**src/rtl/seq_mul_pkg.sv**
```systemverilog
// Shared definitions for the sequential shift-add multiplier: FSM state
// encoding and the default operand width.
package seq_mul_pkg;

  localparam int unsigned DefaultBw = 16;

  typedef logic [1:0] state_t;

  localparam state_t StIdle = 2'd0;
  localparam state_t StRun  = 2'd1;
  localparam state_t StDone = 2'd2;

endpackage

```
**src/rtl/rca.sv**
```systemverilog
// Ripple-carry adder: s = a + b + cin, with carry-out plus signed sign and
// overflow indicators of the sum.
module rca #(
  parameter int unsigned bw = 16
) (
  input  logic [bw-1:0] a,
  input  logic [bw-1:0] b,
  input  logic          cin,
  output logic [bw-1:0] s,
  output logic          co,
  output logic          neg,
  output logic          ov
);

  always_comb begin
    logic cy;
    logic cy_msb;
    cy     = cin;
    cy_msb = 1'b0;
    s      = '0;
    for (int i = 0; i < int'(bw); i++) begin
      if (i == int'(bw) - 1) cy_msb = cy;
      s[i] = a[i] ^ b[i] ^ cy;
      cy   = (a[i] & b[i]) | (cy & (a[i] ^ b[i]));
    end
    co  = cy;
    neg = s[bw-1];
    // Signed overflow: carry into the MSB differs from carry out of it.
    ov  = cy_msb ^ cy;
  end

endmodule

```
**src/rtl/seq_mul.sv**
```systemverilog
// Sequential BW x BW multiplier: one shift-add step per cycle over BW cycles,
// signed operands handled by magnitude conversion and final negation.
module seq_mul
  import seq_mul_pkg::*;
#(
  parameter int unsigned BW = DefaultBw
) (
  input  logic            clk,
  input  logic            rst,
  input  logic            start,
  input  logic            sgn,
  input  logic [BW-1:0]   a,
  input  logic [BW-1:0]   b,
  output logic            busy,
  output logic            done,
  output logic [2*BW-1:0] prod,
  output logic            zero,
  output logic            neg
);

  localparam int unsigned CntW = $clog2(BW) + 1;

  state_t            state_q, state_d;
  logic [CntW-1:0]   cnt_q, cnt_d;
  logic [BW-1:0]     mcand_q, mcand_d;
  logic [BW-1:0]     mq_q, mq_d;
  logic [BW-1:0]     acc_q, acc_d;
  logic              sign_q, sign_d;
  logic              sgn_q, sgn_d;
  logic [2*BW-1:0]   prod_q, prod_d;
  logic              zero_q, zero_d;
  logic              neg_q, neg_d;

  logic [BW-1:0]     add_sum;
  logic              add_co;
  logic              add_neg_unused;
  logic              add_ov_unused;

  logic [BW-1:0]     a_mag, b_mag;
  logic [BW-1:0]     sel_sum;
  logic              sel_co;
  logic [BW-1:0]     shift_hi, shift_lo;
  logic [2*BW-1:0]   res, fin;

  rca #(
    .bw (BW)
  ) u_add (
    .a   (acc_q),
    .b   (mcand_q),
    .cin (1'b0),
    .s   (add_sum),
    .co  (add_co),
    .neg (add_neg_unused),
    .ov  (add_ov_unused)
  );

  // Step datapath: optional add, then shift {carry, acc, mq} right by one.
  always_comb begin
    a_mag    = (sgn && a[BW-1]) ? -a : a;
    b_mag    = (sgn && b[BW-1]) ? -b : b;
    sel_sum  = mq_q[0] ? add_sum : acc_q;
    sel_co   = mq_q[0] & add_co;
    shift_hi = {sel_co, sel_sum[BW-1:1]};
    shift_lo = {sel_sum[0], mq_q[BW-1:1]};
    res      = {shift_hi, shift_lo};
    fin      = sign_q ? -res : res;
  end

  always_comb begin
    state_d = state_q;
    cnt_d   = cnt_q;
    mcand_d = mcand_q;
    mq_d    = mq_q;
    acc_d   = acc_q;
    sign_d  = sign_q;
    sgn_d   = sgn_q;
    prod_d  = prod_q;
    zero_d  = zero_q;
    neg_d   = neg_q;

    case (state_q)
      StIdle, StDone: begin
        if (start) begin
          mcand_d = a_mag;
          mq_d    = b_mag;
          acc_d   = '0;
          cnt_d   = '0;
          sign_d  = sgn & (a[BW-1] ^ b[BW-1]);
          sgn_d   = sgn;
          state_d = StRun;
        end else begin
          state_d = StIdle;
        end
      end
      StRun: begin
        acc_d = shift_hi;
        mq_d  = shift_lo;
        cnt_d = cnt_q + CntW'(1);
        if (cnt_q == CntW'(BW - 1)) begin
          prod_d  = fin;
          zero_d  = (fin == '0);
          neg_d   = sgn_q & fin[2*BW-1];
          state_d = StDone;
        end
      end
      default: state_d = StIdle;
    endcase
  end

  always_ff @(posedge clk) begin
    if (rst) begin
      state_q <= StIdle;
      cnt_q   <= '0;
      mcand_q <= '0;
      mq_q    <= '0;
      acc_q   <= '0;
      sign_q  <= 1'b0;
      sgn_q   <= 1'b0;
      prod_q  <= '0;
      zero_q  <= 1'b0;
      neg_q   <= 1'b0;
    end else begin
      state_q <= state_d;
      cnt_q   <= cnt_d;
      mcand_q <= mcand_d;
      mq_q    <= mq_d;
      acc_q   <= acc_d;
      sign_q  <= sign_d;
      sgn_q   <= sgn_d;
      prod_q  <= prod_d;
      zero_q  <= zero_d;
      neg_q   <= neg_d;
    end
  end

  assign busy = (state_q == StRun);
  assign done = (state_q == StDone);
  assign prod = prod_q;
  assign zero = zero_q;
  assign neg  = neg_q;

endmodule

```
**config.mk**
```make
export PLATFORM = sky130hd
export DESIGN_NAME = seq_mul
export DESIGN_NICKNAME = d
export VERILOG_FILES = /design/src/rtl/seq_mul_pkg.sv /design/src/rtl/rca.sv /design/src/rtl/seq_mul.sv
export SDC_FILE = /design/constraint.sdc
export NUM_CORES = 1
export LEC_CHECK = 0
export CAP_MARGIN = 20
export CORE_MARGIN = 1
export CORE_UTILIZATION = 50
export CTS_CLUSTER_SIZE = 28
export DETAILED_ROUTE_END_ITERATION = 8
export GPL_TIMING_DRIVEN = 0
export HOLD_SLACK_MARGIN = 0.08
export PLACE_DENSITY = 0.79
export SYNTH_ARGS = -nofsm -noshare
export SYNTH_HDL_FRONTEND = slang
export SYNTH_SLANG_ARGS = --single-unit
```
**constraint.sdc**
```tcl
create_clock -name clk -period 10.46 [get_ports clk]
set_clock_uncertainty 0.15 [all_clocks]
set_input_delay 2.092 -clock clk [delete_from_list [all_inputs] [get_ports clk]]
set_output_delay 2.092 -clock clk [all_outputs]
set_load 0.01 [all_outputs]
```
## After elaboration in Yosys (flattened, before gate mapping)

Index checks and enable logic that the tools add are counted.

- $add $sub $neg: 4
- Equality and inequality tests: 5
- Muxes and demuxes: 13
- Bitwise gates (word level): 81
- Reduce and logical (&&, ||, !) cells: 9

Operators by type and width:

| cell | number |
|---|---|
| 16-bit 2-to-1 mux | 5 |
| 16-bit case mux with 2 select lines | 2 |
| 1-bit AND | 34 |
| 32-bit logical NOT | 1 |
| 32-bit 2-to-1 mux | 1 |
| 16-bit negation | 2 |
| 32-bit negation | 1 |
| 1-bit bitwise XOR | 32 |
| 1-bit bitwise OR | 15 |
| 5-bit case mux with 2 select lines | 1 |
| 2-bit AND reduction | 3 |
| 5-bit by 1-bit adder with 5-bit output (second input constant) | 1 |
| 5-bit by 4-bit equality test with 1-bit output (second input constant) | 1 |
| 5-bit 2-to-1 mux | 1 |
| 2-bit case mux with 2 select lines | 1 |
| 2-bit by 1-bit equality test with 1-bit output (second input constant) | 1 |
| 2-bit equality test (second input constant) | 1 |
| 1-bit logical AND | 2 |
| 2-bit logical NOT | 1 |
| 2-bit 2-to-1 mux | 1 |
| 2-bit by 1-bit inequality test with 1-bit output (second input constant) | 1 |
| 2-bit inequality test (second input constant) | 1 |
| 2-bit nonzero test | 1 |
| 2-bit OR reduction | 1 |
| 1-bit 2-to-1 mux | 1 |

- Flip-flop bits (word level): 91
- Output and inout port bits: 36
- Word-level logic and storage cells: 122

## Longest topological paths before layout

- Depth in word-level cells: 35
- Gate-level depth with buffers: 25
- Mapped depth without buffers: 25

## Hierarchy

Synthesis repeated with hierarchy kept, for this count alone.

- Cells, all modules: 685
- Area, all modules: 5484.0 sq um

Modules (own cells, without submodules):

| module | times used | cells an instance | area each (sq um) | sequential area each (sq um) |
|---|---|---|---|---|
| seq_mul | 1 | 657 | 5109.9 | 1821.7 |
| rca | 1 | 28 | 374.1 | 0.0 |

## Worst setup path before layout

Ideal clock, no wire load.

- Path kind: flip-flop to flip-flop
- Start: register acc_q[0]
- End: register zero_q (netlist: zero)
- Setup time: 84 ps
- Arrival time: 7216 ps
- Setup slack: 3009 ps
- Stages on the path, launching flop included: 26
- Clock period less this slack: 7451 ps
- Cells stage by stage: dfxtp_1 -> ha_1 -> inv_1 -> fa_1 -> fa_1 -> fa_1 -> fa_1 -> fa_1 -> fa_1 -> fa_1 -> fa_1 -> fa_1 -> fa_1 -> fa_1 -> fa_1 -> fa_1 -> inv_1 -> fa_1 -> mux2i_1 -> o21a_1 -> nand2_1 -> o21ai_0 -> xnor2_1 -> nor4_1 -> nand4b_1 -> o31ai_2

- Word-level cells in the longest chain between the ends: 35
- Elaborated cells on any way between the ends: 52

Ends and longest elaborated chain:

| item | line | source |
|---|---|---|
| from (decl) | seq_mul.sv:27 | `logic [BW-1:0] acc_q, acc_d;` |
| from (signal assigned) | seq_mul.sv:116 | `acc_q <= '0;` |
| from (signal assigned) | seq_mul.sv:127 | `acc_q <= acc_d;` |
| 1-bit AND (2 in a row) | rca.sv:24 | `cy = (a[i] & b[i]) \| (cy & (a[i] ^ b[i]));` |
| 1-bit bitwise OR | rca.sv:24 |  |
| 1-bit AND | rca.sv:24 |  |
| 1-bit bitwise OR | rca.sv:24 |  |
| 1-bit AND | rca.sv:24 |  |
| 1-bit bitwise OR | rca.sv:24 |  |
| 1-bit AND | rca.sv:24 |  |
| 1-bit bitwise OR | rca.sv:24 |  |
| [... 18 more ...] | n/a |  |
| 1-bit AND | rca.sv:24 |  |
| 1-bit bitwise OR | rca.sv:24 |  |
| 1-bit AND | rca.sv:24 |  |
| 1-bit bitwise OR | rca.sv:24 |  |
| 1-bit AND | seq_mul.sv:62 | `sel_co = mq_q[0] & add_co;` |
| 32-bit negation | seq_mul.sv:66 | `fin = sign_q ? -res : res;` |
| 32-bit 2-to-1 mux * | seq_mul.sv:66 |  |
| 32-bit logical NOT * | seq_mul.sv:101 | `zero_d = (fin == '0);` |
| to (signal assigned) | seq_mul.sv:131 | `zero_q <= zero_d;` |
| to (decl) | seq_mul.sv:31 | `logic zero_q, zero_d;` |

Mark *: on every way between the ends. The rest lies on a longest branch, timed or not.
A chain may end at the register's enable or synchronous reset.

## Final worst setup path

Same ends and word-level chain as after synthesis.

==> run_results.csv <==
group,metric,value,unit
run_status,run_status,"finished, final reports clean",
die,num_rows,38,
yosys,syn_inst,719,
critical_path,path_max_fanout,4,
yosys,synth_seq_cells,91,
pwr,powerDensity,120,nW/um^2
yosys,yosys.area.top_type,"dfxtp_1",
global_routing,grt-ovfl-total,0,
drt,drt_iter0_markers,376,
sta,fin_setup_tns,0,ns
sta,slew_viol_final,0,
drt,wl_per_cell,16.8,um
min_path,min_path_type,"register to register",
critical_path,startpoint_type,"register",
clock_network,clock_tree.buffer_depth,2,
clock_network,post_cts_resized,0,
finish,fin_nets,857,
clock_network,htreeDepth,3,
critical_path,required,10.60,ns
finish,fin_area,6690,sq um
critical_path,ff2ff_setup_slack,2.41,ns
die,coreArea,10900,sq um
sta,period_share,77.0,%
sta,max_clock_freq,124,MHz
die,start_util,51.8,%
yosys,yosys-top-cells-area,"dfxtp_1 32%, nor2_1 6.4%, xor2_1 5.6%",
clock_network,cts.clk_slew.worst_paths,0.09,ns
global_routing,grt_pass1_vias,5097,
min_path,hold_depth,2,
clock_network,cts_setup_buffers,0,
yosys,synth-main-ff-cell,"dfxtp_1",
clock_network,insertion_delay,0.37,ns
place,place_ws,2.42,ns
yosys,ys_warn_count,0,
clock_network,cts_sinks,91,
die,dieArea,11700,sq um
sta,setup_ws,2.41,ns
drt,route.detailed.drc,0,
yosys,syn_avg_cell_area,7.84,sq um
global_routing,grt_max_degree,15,
yosys,ys_async_sr_fraction,0,%
critical_path,r2r-start,"acc_q[0]",
min_path,holdPathEnd,"prod[29]",
place,io_buffers,70,
critical_path,r2r_end,"zero",
job,maxCapViolations,0,
yosys,syn-num-nets,776,
place,routabilityCongestion,0.913,
die,io_pins,72,
die,die_w,108,um
global_routing,grt_pass1_wl,25.6,mm
place,place_hpwl,12.2,mm
yosys,synth_top_area_share,32.3,%
yosys,synth.distinct_cells,60,
drt,vias_per_cell,5.81,
global_routing,antenna_found_initial,0,
sta,hold_viol,0,
place,dpl_cell_area,6510,sq um
pwr,power.leakage,2.24,nW
clock_network,root_buffer,"clkbuf_8",
drt,ant_nets,0,
sta,setup_violations,0,
yosys,yosysSeqAreaShare,32.3,%
critical_path,r2r_cells,25,
drt,vias,5491,
die,die_y,108,um
finish,syn_to_final_growth,18.7,%
drt,first_pass_iters,5,
drt,totalWireLength,15.8,mm
sta,period_needed,8.05,ns
clock_network,holdBufCountCts,0,
yosys,synth_enable_flop_cells,0,
finish,drive_above_1_share,5.09,%
pwr,peakVddDrop,85.4,uV
min_path,hp-start,"prod[29]",
sta,rsz0062_at_grt,"no",
critical_path,cp-end-kind,"register",
sta,worstMarginPinSlew,0.756,ns
finish,fill_cells,1010,
clock_network,cts_buffers,9,
clock_network,cts_tree,"yes",
global_routing,grt_usage,28.1,%
critical_path,critPathArrivalTime,8.19,ns
finish,insertedDiodeCount,0,
sta,maxSlewHeadroom,49.0,%
critical_path,critPathKind,"register to register",
yosys,syn-cell-area,5640,sq um
sta,whs,0.310,ns
worst max path at each step:
| stage | startpoint | end | slack [ns] | cells after the start |
|---|---|---|---|---|
| floorplan | acc_q[0] | zero | 3.01 | 25 |
| global placement | acc_q[0] | zero | 2.49 | 25 |
| detailed placement | acc_q[0] | zero | 2.42 | 25 |
| CTS | acc_q[0] | zero | 2.40 | 25 |
| global route | acc_q[0] | zero | 2.02 | 25 |
| finish | acc_q[0] | zero | 2.41 | 25 |
metrics by stage:
| stage | instances | util [%] | power, mW |
|---|---|---|---|
| final | 945 | 61.5 | 0.806 |
| after global routing | 945 | 61.5 | 0.845 |
| after CTS | 945 | 61.5 | 0.805 |
| after detailed placement | 929 | 59.8 | 0.585 |
| after global placement | 929 | 59.8 | 0.581 |
| after floorplan | 719 | - | 0.521 |
synth_stat cells, types with 2 or more instances:
cell type / instances
buf_6: 3
xnor2_1: 18
nor2_1: 96
and2_1: 5
mux2i_1: 5
o31ai_1: 5
or3b_2: 3
a21oi_1: 57
nor2b_1: 5
fa_1: 15
nor4_2: 3
a32oi_1: 2
nand3b_1: 2
inv_1: 41
buf_2: 5
clkbuf_1: 36
a2bb2oi_1: 3
or3_1: 12
o41ai_1: 8
nand4_1: 5
nor3_1: 12
xor2_1: 36
nand3_1: 18
ha_1: 6
o21a_1: 2
nand2_1: 67
a311oi_1: 4
or4_1: 2
buf_1: 9
dfxtp_1: 91
or2_2: 3
o21ai_0: 26
nor4_1: 8
nand2b_1: 8
a211oi_1: 36
a21o_1: 2
and3_1: 7
o31ai_2: 2
a22oi_1: 30
placed cells by master, fill, tap and decap left out, types with 12 or more instances in the layout:
master,n
inv_1,41
a211oi_1,36
xor2_1,36
or3_1,12
dfxtp_1,91
a21oi_1,57
nor2_1,96
nor3_1,12
fa_1,15
xnor2_1,18
clkbuf_1,37
nand2_1,67
clkdlybuf4s50_1,70
a22oi_1,30
o21ai_0,26
nand3_1,18
worst max-delay path: stages (launching register included):
cell and delay [ns]:
dfxtp_1 0.40, ha_1 0.17, inv_1 0.05, fa_1 0.37, fa_1 0.39, fa_1 0.39, fa_1 0.40, fa_1 0.39
fa_1 0.38, fa_1 0.39, fa_1 0.39, fa_1 0.39, fa_1 0.38, fa_1 0.38, fa_1 0.39, fa_1 0.37
inv_1 0.08, fa_1 0.40, mux2i_1 0.33, o21a_1 0.21, nand2_1 0.06, o21ai_0 0.21, xnor2_1 0.16, nor4_1 0.38
nand4b_1 0.16, o31ai_2 0.22
cell families (layout without fill, tap and decap cells):
logic type | count (synthesis) | count (layout) | synth area share (%)
muxes | 5 | 5 | 0.888
xor gates and xnor gates | 54 | 54 | 8.39
AOI/OAI and AO/OA | 188 | 188 | 22.2
buffers and inverters | 94 | 180 | 6.77
DFF | 91 | 91 | 32.3
adders and majority gates | 21 | 21 | 6.66
and+or+nand+nor | 266 | 266 | 22.7
routing by layer:
metal | up-vias | global-route usage, % | routed length [um]
li1 | 2675 | - | -
met1 | 2572 | 38.2 | 7220
met5 | - | 0 | 0
met2 | 214 | 43.7 | 7120
met4 | 0 | 11.9 | 416
met3 | 30 | 5.18 | 1080
sequential cells by signal, summed over array words and instances (netlist names):
signal and flops:
acc_q 16, cnt_q 5, mcand_q 16, mq_q 16, neg 1, prod 32
sgn_q 1, sign_q 1, state_q 2, zero 1
power breakdown:
part	internal (mW)	switching, mW	total, mW
logic	0.0817	0.129	0.211
registers	0.359	0.0116	0.371
clock network	0.0987	0.126	0.225
layout make-up:
cell class,instances,area [sq um],share of cell area [%]
clock inverter,4,25.0,0.374
clock buffer,12,155,2.32
multi-input combinational,534,3430,51.3
tap,140,175,2.62
timing repair buffer,70,701,10.5
buffer,53,228,3.40
inverter,41,154,2.30
sequential,91,1820,27.2
(Power assumes the default switching activity.)
